[src/rtl/fsk2_rx_demod_pkg.sv]
// ============================================================================
// Module      : fsk2_rx_demod_pkg
// Description : Shared constants, FSM state encoding and a saturating
//               counter helper for the 2FSK receive demodulator.
// Revision    : 1.0 - initial release
// ============================================================================
`default_nettype none

package fsk2_rx_demod_pkg;

  // Frame geometry shared with the 2FSK transmitter
  localparam int C_SYM_CYCLES = 51;
  localparam int C_NBITS      = 16;

  // Receiver FSM encoding (matches the transmitter's state numbering)
  typedef enum logic [1:0] {
    IDLE  = 2'd0,
    ALIGN = 2'd1,
    RECV  = 2'd2
  } state_e;

  // 4-bit increment that sticks at 15 instead of wrapping
  function automatic logic [3:0] sat_inc4(input logic [3:0] cnt, input logic inc);
    if (inc && (cnt != 4'hF)) begin
      return cnt + 4'd1;
    end
    return cnt;
  endfunction

endpackage

`default_nettype wire

[src/rtl/fsk2_zc_det.sv]
// ============================================================================
// Module      : fsk2_zc_det
// Description : Hysteresis polarity tracker. The tracked polarity only flips
//               once the sample leaves the +/-HYST deadband, so small noise
//               around zero cannot generate crossings.
// Ports       : clk_i    - clock
//               rst_i    - synchronous active-high reset (polarity -> 0)
//               sample_i - signed two's complement sample, one per clock
//               xing_o   - high in the clock whose sample flips the polarity
// Revision    : 1.0 - initial release
// ============================================================================
`default_nettype none

module fsk2_zc_det
  import fsk2_rx_demod_pkg::*;
#(
  parameter int SAMPLE_W = 32,
  parameter int HYST     = 1024
) (
  input  logic                clk_i,
  input  logic                rst_i,
  input  logic [SAMPLE_W-1:0] sample_i,
  output logic                xing_o
);

  localparam logic signed [SAMPLE_W-1:0] HYST_P = SAMPLE_W'(HYST);
  localparam logic signed [SAMPLE_W-1:0] HYST_N = -HYST_P;

  logic                       pol_q;
  logic                       pol_d;
  logic signed [SAMPLE_W-1:0] sample_s;

  assign sample_s = $signed(sample_i);

  always_comb begin
    pol_d = pol_q;
    if (sample_s > HYST_P) begin
      pol_d = 1'b1;
    end else if (sample_s < HYST_N) begin
      pol_d = 1'b0;
    end
  end

  always_ff @(posedge clk_i) begin
    if (rst_i) begin
      pol_q <= 1'b0;
    end else begin
      pol_q <= pol_d;
    end
  end

  // Combinational so the window-end slicer sees a crossing on its own clock
  assign xing_o = pol_d ^ pol_q;

endmodule

`default_nettype wire

[src/rtl/fsk2_rx_demod.sv]
// ============================================================================
// Module      : fsk2_rx_demod
// Description : 2FSK demodulator (1 MHz = '0', 2 MHz = '1', 50 MHz samples).
//               Counts hysteresis crossings per symbol window, slices each
//               window to a bit and reassembles an NBITS word, MSB first.
// Ports       : sys_clk_i     - 50 MHz clock
//               sys_rst_i     - synchronous active-high reset
//               rx_i          - signed sample stream
//               frame_start_i - pulse; first symbol sample ALIGN_DLY clocks on
//               bit_out_o     - last sliced bit
//               bit_valid_o   - one-clock strobe with each new bit
//               data_out_o    - last complete word, held until the next one
//               data_valid_o  - one-clock strobe with each new word
//               busy_o        - FSM outside IDLE
//               err_clr_i     - clears sym_err_o   (FSK2_RX_ERR_EN only)
//               sym_err_o     - sticky bad-window flag (FSK2_RX_ERR_EN only)
// Options     : define FSK2_RX_ERR_EN to add the symbol error monitor.
// Revision    : 1.0 - initial release
// ============================================================================
`default_nettype none

module fsk2_rx_demod
  import fsk2_rx_demod_pkg::*;
#(
  parameter int SAMPLE_W    = 32,
  parameter int NBITS       = C_NBITS,
  parameter int SYM_CYCLES  = C_SYM_CYCLES,
  parameter int ALIGN_DLY   = 2,
  parameter int HYST        = 1024,
  parameter int XING_THRESH = 4
) (
  input  logic                sys_clk_i,
  input  logic                sys_rst_i,
  input  logic [SAMPLE_W-1:0] rx_i,
  input  logic                frame_start_i,
  output logic                bit_out_o,
  output logic                bit_valid_o,
  output logic [NBITS-1:0]    data_out_o,
  output logic                data_valid_o,
  output logic                busy_o
`ifdef FSK2_RX_ERR_EN
  ,
  input  logic                err_clr_i,
  output logic                sym_err_o
`endif
);

  localparam int SW = $clog2(SYM_CYCLES);
  localparam int BW = $clog2(NBITS);
  localparam int AW = (ALIGN_DLY > 1) ? $clog2(ALIGN_DLY) : 1;

  localparam logic [SW-1:0] SYM_LAST   = SW'(SYM_CYCLES - 1);
  localparam logic [BW-1:0] BIT_LAST   = BW'(NBITS - 1);
  localparam logic [AW-1:0] ALIGN_LAST = AW'((ALIGN_DLY > 0) ? (ALIGN_DLY - 1) : 0);
  localparam logic [3:0]    XT         = 4'(XING_THRESH);

  state_e           state_q, state_d;
  logic [SW-1:0]    sym_cnt_q, sym_cnt_d;
  logic [BW-1:0]    bit_cnt_q, bit_cnt_d;
  logic [AW-1:0]    align_cnt_q, align_cnt_d;
  logic [3:0]       xing_cnt_q, xing_cnt_d;
  logic [NBITS-1:0] shreg_q, shreg_d;
  logic             bit_out_q, bit_out_d;
  logic             bit_valid_q, bit_valid_d;
  logic [NBITS-1:0] data_out_q, data_out_d;
  logic             data_valid_q, data_valid_d;

  logic             xing;
  logic [3:0]       xing_incl;
  logic             win_end;
  logic             last_win;
  logic             sliced_bit;

  fsk2_zc_det #(
    .SAMPLE_W (SAMPLE_W),
    .HYST     (HYST)
  ) u_zc_det (
    .clk_i    (sys_clk_i),
    .rst_i    (sys_rst_i),
    .sample_i (rx_i),
    .xing_o   (xing)
  );

  // Count seen by the slicer includes a crossing landing on the last sample
  assign xing_incl  = sat_inc4(xing_cnt_q, xing);
  assign win_end    = (state_q == RECV) && (sym_cnt_q == SYM_LAST);
  assign last_win   = win_end && (bit_cnt_q == BIT_LAST);
  assign sliced_bit = (xing_incl >= XT);

  always_comb begin
    state_d      = state_q;
    sym_cnt_d    = sym_cnt_q;
    bit_cnt_d    = bit_cnt_q;
    align_cnt_d  = align_cnt_q;
    xing_cnt_d   = xing_cnt_q;
    shreg_d      = shreg_q;
    bit_out_d    = bit_out_q;
    bit_valid_d  = 1'b0;
    data_out_d   = data_out_q;
    data_valid_d = 1'b0;

    case (state_q)
      IDLE: begin
        // frame_start handled below
      end

      ALIGN: begin
        if (align_cnt_q == ALIGN_LAST) begin
          state_d     = RECV;
          align_cnt_d = '0;
        end else begin
          align_cnt_d = align_cnt_q + 1'b1;
        end
      end

      RECV: begin
        xing_cnt_d = xing_incl;
        sym_cnt_d  = sym_cnt_q + 1'b1;
        if (win_end) begin
          sym_cnt_d   = '0;
          xing_cnt_d  = '0;
          bit_cnt_d   = bit_cnt_q + 1'b1;
          bit_out_d   = sliced_bit;
          bit_valid_d = 1'b1;
          shreg_d     = {shreg_q[NBITS-2:0], sliced_bit};
          if (last_win) begin
            data_out_d   = {shreg_q[NBITS-2:0], sliced_bit};
            data_valid_d = 1'b1;
            state_d      = IDLE;
            bit_cnt_d    = '0;
            shreg_d      = '0;
          end
        end
      end

      default: begin
        state_d = IDLE;
      end
    endcase

    // A new frame_start always wins over the in-progress frame, except that a
    // frame completing in this very clock is still delivered.
    if (frame_start_i) begin
      state_d     = (ALIGN_DLY == 0) ? RECV : ALIGN;
      sym_cnt_d   = '0;
      bit_cnt_d   = '0;
      align_cnt_d = '0;
      xing_cnt_d  = '0;
      shreg_d     = '0;
      if (!last_win) begin
        bit_valid_d = 1'b0;
        bit_out_d   = bit_out_q;
      end
    end
  end

  always_ff @(posedge sys_clk_i) begin
    if (sys_rst_i) begin
      state_q      <= IDLE;
      sym_cnt_q    <= '0;
      bit_cnt_q    <= '0;
      align_cnt_q  <= '0;
      xing_cnt_q   <= '0;
      shreg_q      <= '0;
      bit_out_q    <= 1'b0;
      bit_valid_q  <= 1'b0;
      data_out_q   <= '0;
      data_valid_q <= 1'b0;
    end else begin
      state_q      <= state_d;
      sym_cnt_q    <= sym_cnt_d;
      bit_cnt_q    <= bit_cnt_d;
      align_cnt_q  <= align_cnt_d;
      xing_cnt_q   <= xing_cnt_d;
      shreg_q      <= shreg_d;
      bit_out_q    <= bit_out_d;
      bit_valid_q  <= bit_valid_d;
      data_out_q   <= data_out_d;
      data_valid_q <= data_valid_d;
    end
  end

  assign bit_out_o    = bit_out_q;
  assign bit_valid_o  = bit_valid_q;
  assign data_out_o   = data_out_q;
  assign data_valid_o = data_valid_q;
  assign busy_o       = (state_q != IDLE);

`ifdef FSK2_RX_ERR_EN
  logic sym_err_q;
  logic bad_win;

  // Too few crossings means no carrier; too many means noise
  assign bad_win = win_end && ((xing_incl < 4'd1) || (xing_incl > 4'd6));

  always_ff @(posedge sys_clk_i) begin
    if (sys_rst_i) begin
      sym_err_q <= 1'b0;
    end else if (bad_win) begin
      sym_err_q <= 1'b1;
    end else if (err_clr_i) begin
      sym_err_q <= 1'b0;
    end
  end

  assign sym_err_o = sym_err_q;
`endif

endmodule

`default_nettype wire
[config.mk]
export PLATFORM = sky130hd
export DESIGN_NAME = fsk2_rx_demod
export DESIGN_NICKNAME = d
export VERILOG_FILES = /design/src/rtl/fsk2_rx_demod_pkg.sv /design/src/rtl/fsk2_zc_det.sv /design/src/rtl/fsk2_rx_demod.sv
export SDC_FILE = /design/constraint.sdc
export NUM_CORES = 1
export LEC_CHECK = 0
export ABC_CLOCK_PERIOD_IN_PS = 2300
export BUFFER_PORTS_ARGS = -buffer_cell sky130_fd_sc_hd__buf_2
export CAP_MARGIN = 20
export CORE_ASPECT_RATIO = 2
export CORE_MARGIN = 2
export CORE_UTILIZATION = 47
export CTS_CLUSTER_DIAMETER = 150
export DETAILED_ROUTE_END_ITERATION = 8
export GPL_ROUTABILITY_DRIVEN = 0
export PLACE_DENSITY = 0.75
export SETUP_SLACK_MARGIN = 0.5
export SLEW_MARGIN = 25
export SYNTH_ARGS = -nofsm -noshare
export SYNTH_HDL_FRONTEND = slang
export SYNTH_HIERARCHICAL = 1
export SYNTH_SLANG_ARGS = --single-unit
export TNS_END_PERCENT = 10
[constraint.sdc]
create_clock -name sys_clk_i -period 2.3 [get_ports sys_clk_i]
set_input_delay 0.46 -clock sys_clk_i [delete_from_list [all_inputs] [get_ports sys_clk_i]]
set_output_delay 0.46 -clock sys_clk_i [all_outputs]
set_load 0.1 [all_outputs]
==> metrics.txt, run 1 <==
clock skew 9.179 ps; Worst Hold Class input pin to flop; unique cell type count in the Yosys netlist 42; cells resized by post-CTS repair 1; Die Ht 101.3 µm; HPWL after DPL 3465 µm; syn nets 297; utilization after layout 0.5812; RR Startpoint sym_cnt_q[0]; TritonCTS Buffers 5; mux cell area share after synthesis 0.06753; Synth async-reset ratio 0; met3 wire length 215 µm; Worst EP required 2480 ps; top sig layer met4; CP bufs+invs 1; fin cells 372; max_cap viols 0; Hold Crit Start frame_start_i; Worst path top cell family by delay compound AO/OA/AOI/OAI gates; # setup viols final 0; Sink Count 52; xor/xnor cell area share of the yosys netlist 0.01576; final hold slack 434.0 ps; IR drop worst, VDD 0.4926 mV; cell depth of the worst min-delay path 3; CP Class input pin to flop; layout cell share with drive strength beyond 1 0.2492; Pwr Density 567.9 nW/µm²; total net switching power 0.3577 mW; worst-case clock buffer depth 2; Ports 55; Core Region 4598 µm²; final net count 355; drt wl/cell 12.55 µm; total number of vias 2039; top_reg_cell synth dfxtp_1; Die Wd 52.64 µm; RSZ-0062 raised after global routing yes; Reg2Reg Depth 6; Slew Limit Fails 0; Final WS setup 211.4 ps; Worst Hold End state_q[0]; Startpoint Class input pin; Fillers 464; Compound-Gate Fraction of Synth Area 0.1328; met2 WL 2551 µm; CP max-delay cell or4_1; Comb pwr share 0.062; antenna cells 0; cts hold-fix bufs 0; M1 WL 1819 µm; TNS Setup 0 ps; vias in the first global route 1967; Avg Cell Area, Syn 8.618 µm²; FF-to-FF End shreg_q[0]; Worst-Margin Slew 482.8 ps; clock group share of total power 0.341; share of power burned in registers 0.597; Critical Path End Type flop; Syn. warnings 6; Post-Synth Adder-Cell Area 0.02251; Placement Rows 35; first-pass GRT wire length 8052 µm; CP Cell Sequence buf_2, nand4_1, or4_1, o31a_1, a22o_2, a211o_1, o21ai_2, or2_0, a21oi_1; CTS tree built; CP Data Arrival Time 2270 ps; largest family of logic cells by synthesized area simple AND/OR/NAND/NOR gates; Tcrit/Tclk final 0.9081; register cell area after layout 1041 µm²; minimum clock period 2089 ps; Total Power 1.518 mW; Crit Path Max Fanout 3; switching share of power 0.2357; initial antenna violation count 0; Clock Pin Slew Worst Setup and Hold Paths 100 ps; largest net degree at the start of global routing 25; Post-Layout Inst Area 2673 µm²; R2R setup slack 500 ps; Slew HR 0.6773; Mapped Area 2223 µm²; Mapped Cells 258; All-Layer GR Usage 0.1944; post-placement setup slack -140.3 ps; first-iteration detailed-routing DRC count 38; port bufs 54; critical path's largest stage delay 510 ps; drt drc 0; status complete, no violations; Antenna Nets Post-Route 0; clk_lat worst skew 310 ps; Area after DPL 2575 µm²; H-tree levels 2; Leak 1.164 nW; Int Pwr 1.160 mW; post-synthesis simple-gate area fraction 0.2617; Final Hold Fails 0; vias per cell 5.481; Post-synth EDFFs 0; Seq/Total Area, Yosys 0.4682; post-CTS setup buffers 0; initial cell density of the core 0.4835; die area 5330 µm²; Yosys reg bits 52; Cells after DPL 364; drt pass-1 iters 4; footprint of the multi-input gates 1121 µm²; drt total wl 4669 µm; remaining global-route overflow 0; highest clock rate 478.8 MHz; Clock Tree Root clkbuf_8; Area Growth Syn to Fin 20.20%
cell type report:
type / count / area share
clock buffers: 6 / 0.02715
inverters: 4 / 0.005618
well taps: 55 / 0.02575
multi-input cells: 190 / 0.4195
flip-flops and latches: 52 / 0.3895
repair buffers: 63 / 0.1264
clock inverters: 2 / 0.006086
metal layers:
layer | vias up | track usage
li1 | 1042 | -
met1 | 932 | 0.1993
met2 | 57 | 0.3644
met3 | 8 | 0.03245
met4 | 0 | 0.08876
met5 | - | 0
power groups by stage:
stage	logic (mW)	clock network (mW)	registers (mW)
2_1_floorplan	0.0450	0	0.926
3_3_place_gp	0.0920	0	0.927
3_5_place_dp	0.0936	0	0.927
4_1_cts	0.0939	0.532	0.906
5_1_grt	0.103	0.564	0.907
6_report	0.0936	0.518	0.906
Yosys cell counts, drive strengths merged (2+ instances only):
master | number | area, µm²
nand4 | 8 | 50.05
nor4 | 7 | 43.79
buf | 5 | 28.77
ha | 4 | 50.05
a31oi | 4 | 25.02
xor2 | 3 | 26.28
and3 | 4 | 25.02
nand2 | 32 | 120.1
inv | 4 | 15.01
nand2b | 2 | 12.51
nor2b | 2 | 12.51
clkbuf | 7 | 26.28
a21oi | 25 | 125.1
nor2 | 26 | 97.59
dfxtp | 52 | 1041
mux2i | 15 | 150.1
a211oi | 2 | 20.02
o21ai | 6 | 30.03
or2 | 3 | 18.77
nand3 | 23 | 120.1
or3 | 4 | 25.02
o22ai | 2 | 12.51
nor3 | 4 | 20.02
worst min-delay path, delay by kind of cell:
| kind | cells | cell delay (ps) |
|---|---|---|
| simple gates | 1 | 70 |
| buf+inv | 1 | 120 |
| compound gates | 1 | 50 |
registers in the layout, indices dropped and copies added (netlist names):
register        flops
data_out_o         16
shreg_q            15
sym_cnt_q           6
bit_cnt_q           4
xing_cnt_q          4
state_q             2
align_cnt_q         1
bit_out_o           1
bit_valid_o         1
data_valid_o        1
u_zc_det/pol_q      1
cell families after synthesis:
| group | count (synthesis) |
|---|---|
| buf+inv | 16 |
| flops | 52 |
| xor+xnor | 4 |
| compound gates | 48 |
| simple gates | 119 |
| fa+ha+maj | 4 |
| mux | 15 |
placed cells by master, fill, tap and decap left out, drive strengths merged:
cell type,n
clkbuf,6
dfxtp,52
and4bb,1
nor2,26
o21ai,6
or2,3
or4,1
nor4,7
a21oi,25
o21a,1
xnor2,1
buf,63
nor3,4
a31oi,4
nand2b,2
a22oi,1
a211oi,2
a22o,1
and3b,1
xor2,3
a211o,1
inv,4
a21o,1
clkinvlp,1
a311oi,1
ha,4
nor3b,1
o31a,1
a2111oi,1
nand2,32
and3,4
or3,4
mux2i,15
nand4,8
a41oi,1
clkinv,1
nand3,23
o22ai,2
nor2b,2
worst max path at each step:
stage | from | end | slack, ps | cells past startpoint
after floorplan | rx_i[14] | data_out_o[0] | 50 | 8
after global placement | rx_i[14] | data_out_o[0] | -110 | 9
after detailed placement | rx_i[14] | data_out_o[0] | -140 | 9
after global routing | rx_i[14] | data_out_o[0] | 140 | 9
after CTS | rx_i[14] | shreg_q[0] | 210 | 9
final | rx_i[14] | data_out_o[0] | 210 | 9
Note: power is estimated with default switching activity, not from simulation.
==> run 2, diff against run 1 <==
- SETUP_SLACK_MARGIN: 0.5 -> 0.02
==> run 2 against run 1 <==
  * Core utilization up 0.22 points
  * Clock skew shrank 3.9 ps
  * Via count shrank 0.98%
  * Combinational power is 0.6% lower
  * Routed wire length shrank 1.3%
  * Critical path depth did not move
  * Final cell count down 0.27%
==> metrics.txt, run 2 (synthesis gave the netlist of run 1 again) <==
Slew Limit Fails 0 (unchanged); Die Ht 101.3 µm (unchanged); drt total wl 4609 µm (-1.3%); Area after DPL 2567 µm² (-0.29%); Worst Hold Class input pin to flop; CP max-delay cell or4_1; cell depth of the worst min-delay path 2 (-1); H-tree levels 2 (unchanged); Post-Layout Inst Area 2683 µm² (+0.37%); status complete, no violations; Die Wd 52.64 µm (unchanged); first-iteration detailed-routing DRC count 37 (-2.6%); remaining global-route overflow 0 (unchanged); All-Layer GR Usage 0.1836 (-0.01083); worst-case clock buffer depth 2 (unchanged); Worst-Margin Slew 557.8 ps (+75.02 ps); minimum clock period 2122 ps (+33.46 ps); clk_lat worst skew 300 ps (about the same); clock skew 5.329 ps (-3.850 ps); Slew HR 0.6277 (-0.04966); final hold slack 393.8 ps (-40.16 ps); CP Cell Sequence buf_2, nand4_1, or4_1, o31a_1, a22o_2, a211o_1, o21ai_1, or2_0, a21oi_1; Clock Tree Root clkbuf_8; final net count 354 (-0.28%); Worst EP required 2490 ps (about the same); Clock Pin Slew Worst Setup and Hold Paths 100 ps (about the same); # setup viols final 0 (unchanged); CP Data Arrival Time 2310 ps (+40 ps); post-CTS setup buffers 0 (unchanged); CP Class input pin to flop; TNS Setup 0 ps (unchanged); RSZ-0062 raised after global routing no; max_cap viols 0 (unchanged); Final Hold Fails 0 (unchanged); most frequent cells in the layout buf_2 (54), dfxtp_1 (52), nand2_1 (32), nor2_1 (26), a21oi_1 (25); drt wl/cell 12.42 µm (-1.0%); Placement Rows 35 (unchanged); most common cell after layout, fill and taps aside buf_2; Ports 55 (unchanged); utilization after layout 0.5834 (+0.002177); CTS tree built; IR drop worst, VDD 0.4226 mV (-14%); antenna cells 0 (unchanged); Fillers 450 (-3.0%); TritonCTS Buffers 5 (unchanged); Crit Path Max Fanout 3 (unchanged); HPWL after DPL 3412 µm (-1.5%); Startpoint Class input pin; drt pass-1 iters 4 (unchanged); total number of vias 2019 (-0.98%); vias in the first global route 1847 (-6.1%); layout cell share with drive strength beyond 1 0.2437 (-0.005540); port bufs 54 (unchanged); R2R setup slack 360 ps (-140 ps); Antenna Nets Post-Route 0 (unchanged); Critical Path End Type flop; Sink Count 52 (unchanged); vias per cell 5.442 (-0.71%); critical path's largest stage delay 520 ps (about the same); largest net degree at the start of global routing 28 (+12%); initial antenna violation count 0 (unchanged); max FFs per register 16 (unchanged); initial cell density of the core 0.4835 (unchanged); drt drc 0 (unchanged); Area Growth Syn to Fin 20.65%; first-pass GRT wire length 7583 µm (-5.8%); cts hold-fix bufs 0 (unchanged); Tcrit/Tclk final 0.9226 (+0.01455); highest clock rate 471.3 MHz (-1.6%); Pwr Density 607.8 nW/µm² (+7.0%); Total Power 1.630 mW (+7.4%); Leak 1.173 nW (+0.77%); die area 5330 µm² (unchanged); Core Region 4598 µm² (unchanged); Reg2Reg Depth 5 (-1)
[run 2: through the flow]
step                      cells  setup slack (ps)
after floorplan             258             41.07
after global placement      363            -139.1
after detailed placement    363            -174.6
after CTS                   371             146.1
after global routing        371             63.00
final                       371             178.0
[run 2: cell type report]
| class | instances | area (µm²) | share of cell area |
|---|---|---|---|
| clock buffer | 5 | 68.82 | 0.02565 |
| clock inverter | 3 | 46.29 | 0.01726 |
| sequential | 52 | 1041 | 0.3881 |
| timing repair buffer | 62 | 330.3 | 0.1231 |
| tap | 55 | 68.82 | 0.02565 |
| inverter | 4 | 15.01 | 0.005597 |
| multi-input combinational | 190 | 1112 | 0.4146 |
[run 2: worst paths after layout]
path / start / end
worst max register to register: bit_cnt_q[0] / data_out_o[0]
worst min-delay path: rx_i[31] / u_zc_det/pol_q
worst min register to register: shreg_q[14] / shreg_q[14]
worst max-delay path: rx_i[14] / data_out_o[0]
[run 2: power by group]
part           internal (mW)  leakage (nW)  total (mW)  switching [mW]
registers              0.903         0.419       0.906         0.00309
logic                 0.0402         0.699      0.0930          0.0528
clock network          0.328        0.0548       0.632           0.304
[run 2: critical path: cells and delay by family]
kind            cells  cell delay, ps
simple gates        3             750
buf+inv             1              90
compound gates      5            1010
[run 2: repair_timing]
item	CTS	global route
hold endpoints to repair	0	0
endpoints found under the setup margin	0	1
gates resized for setup	0	1
[run 2: per-layer routing]
metal  vias up  global-route usage  share of wire
li1       1037                   -              -
met1       929              0.1920           0.39
met2        49              0.3510           0.56
met3         4             0.02802          0.039
met4         0             0.06509          0.011
met5         -                   0              0
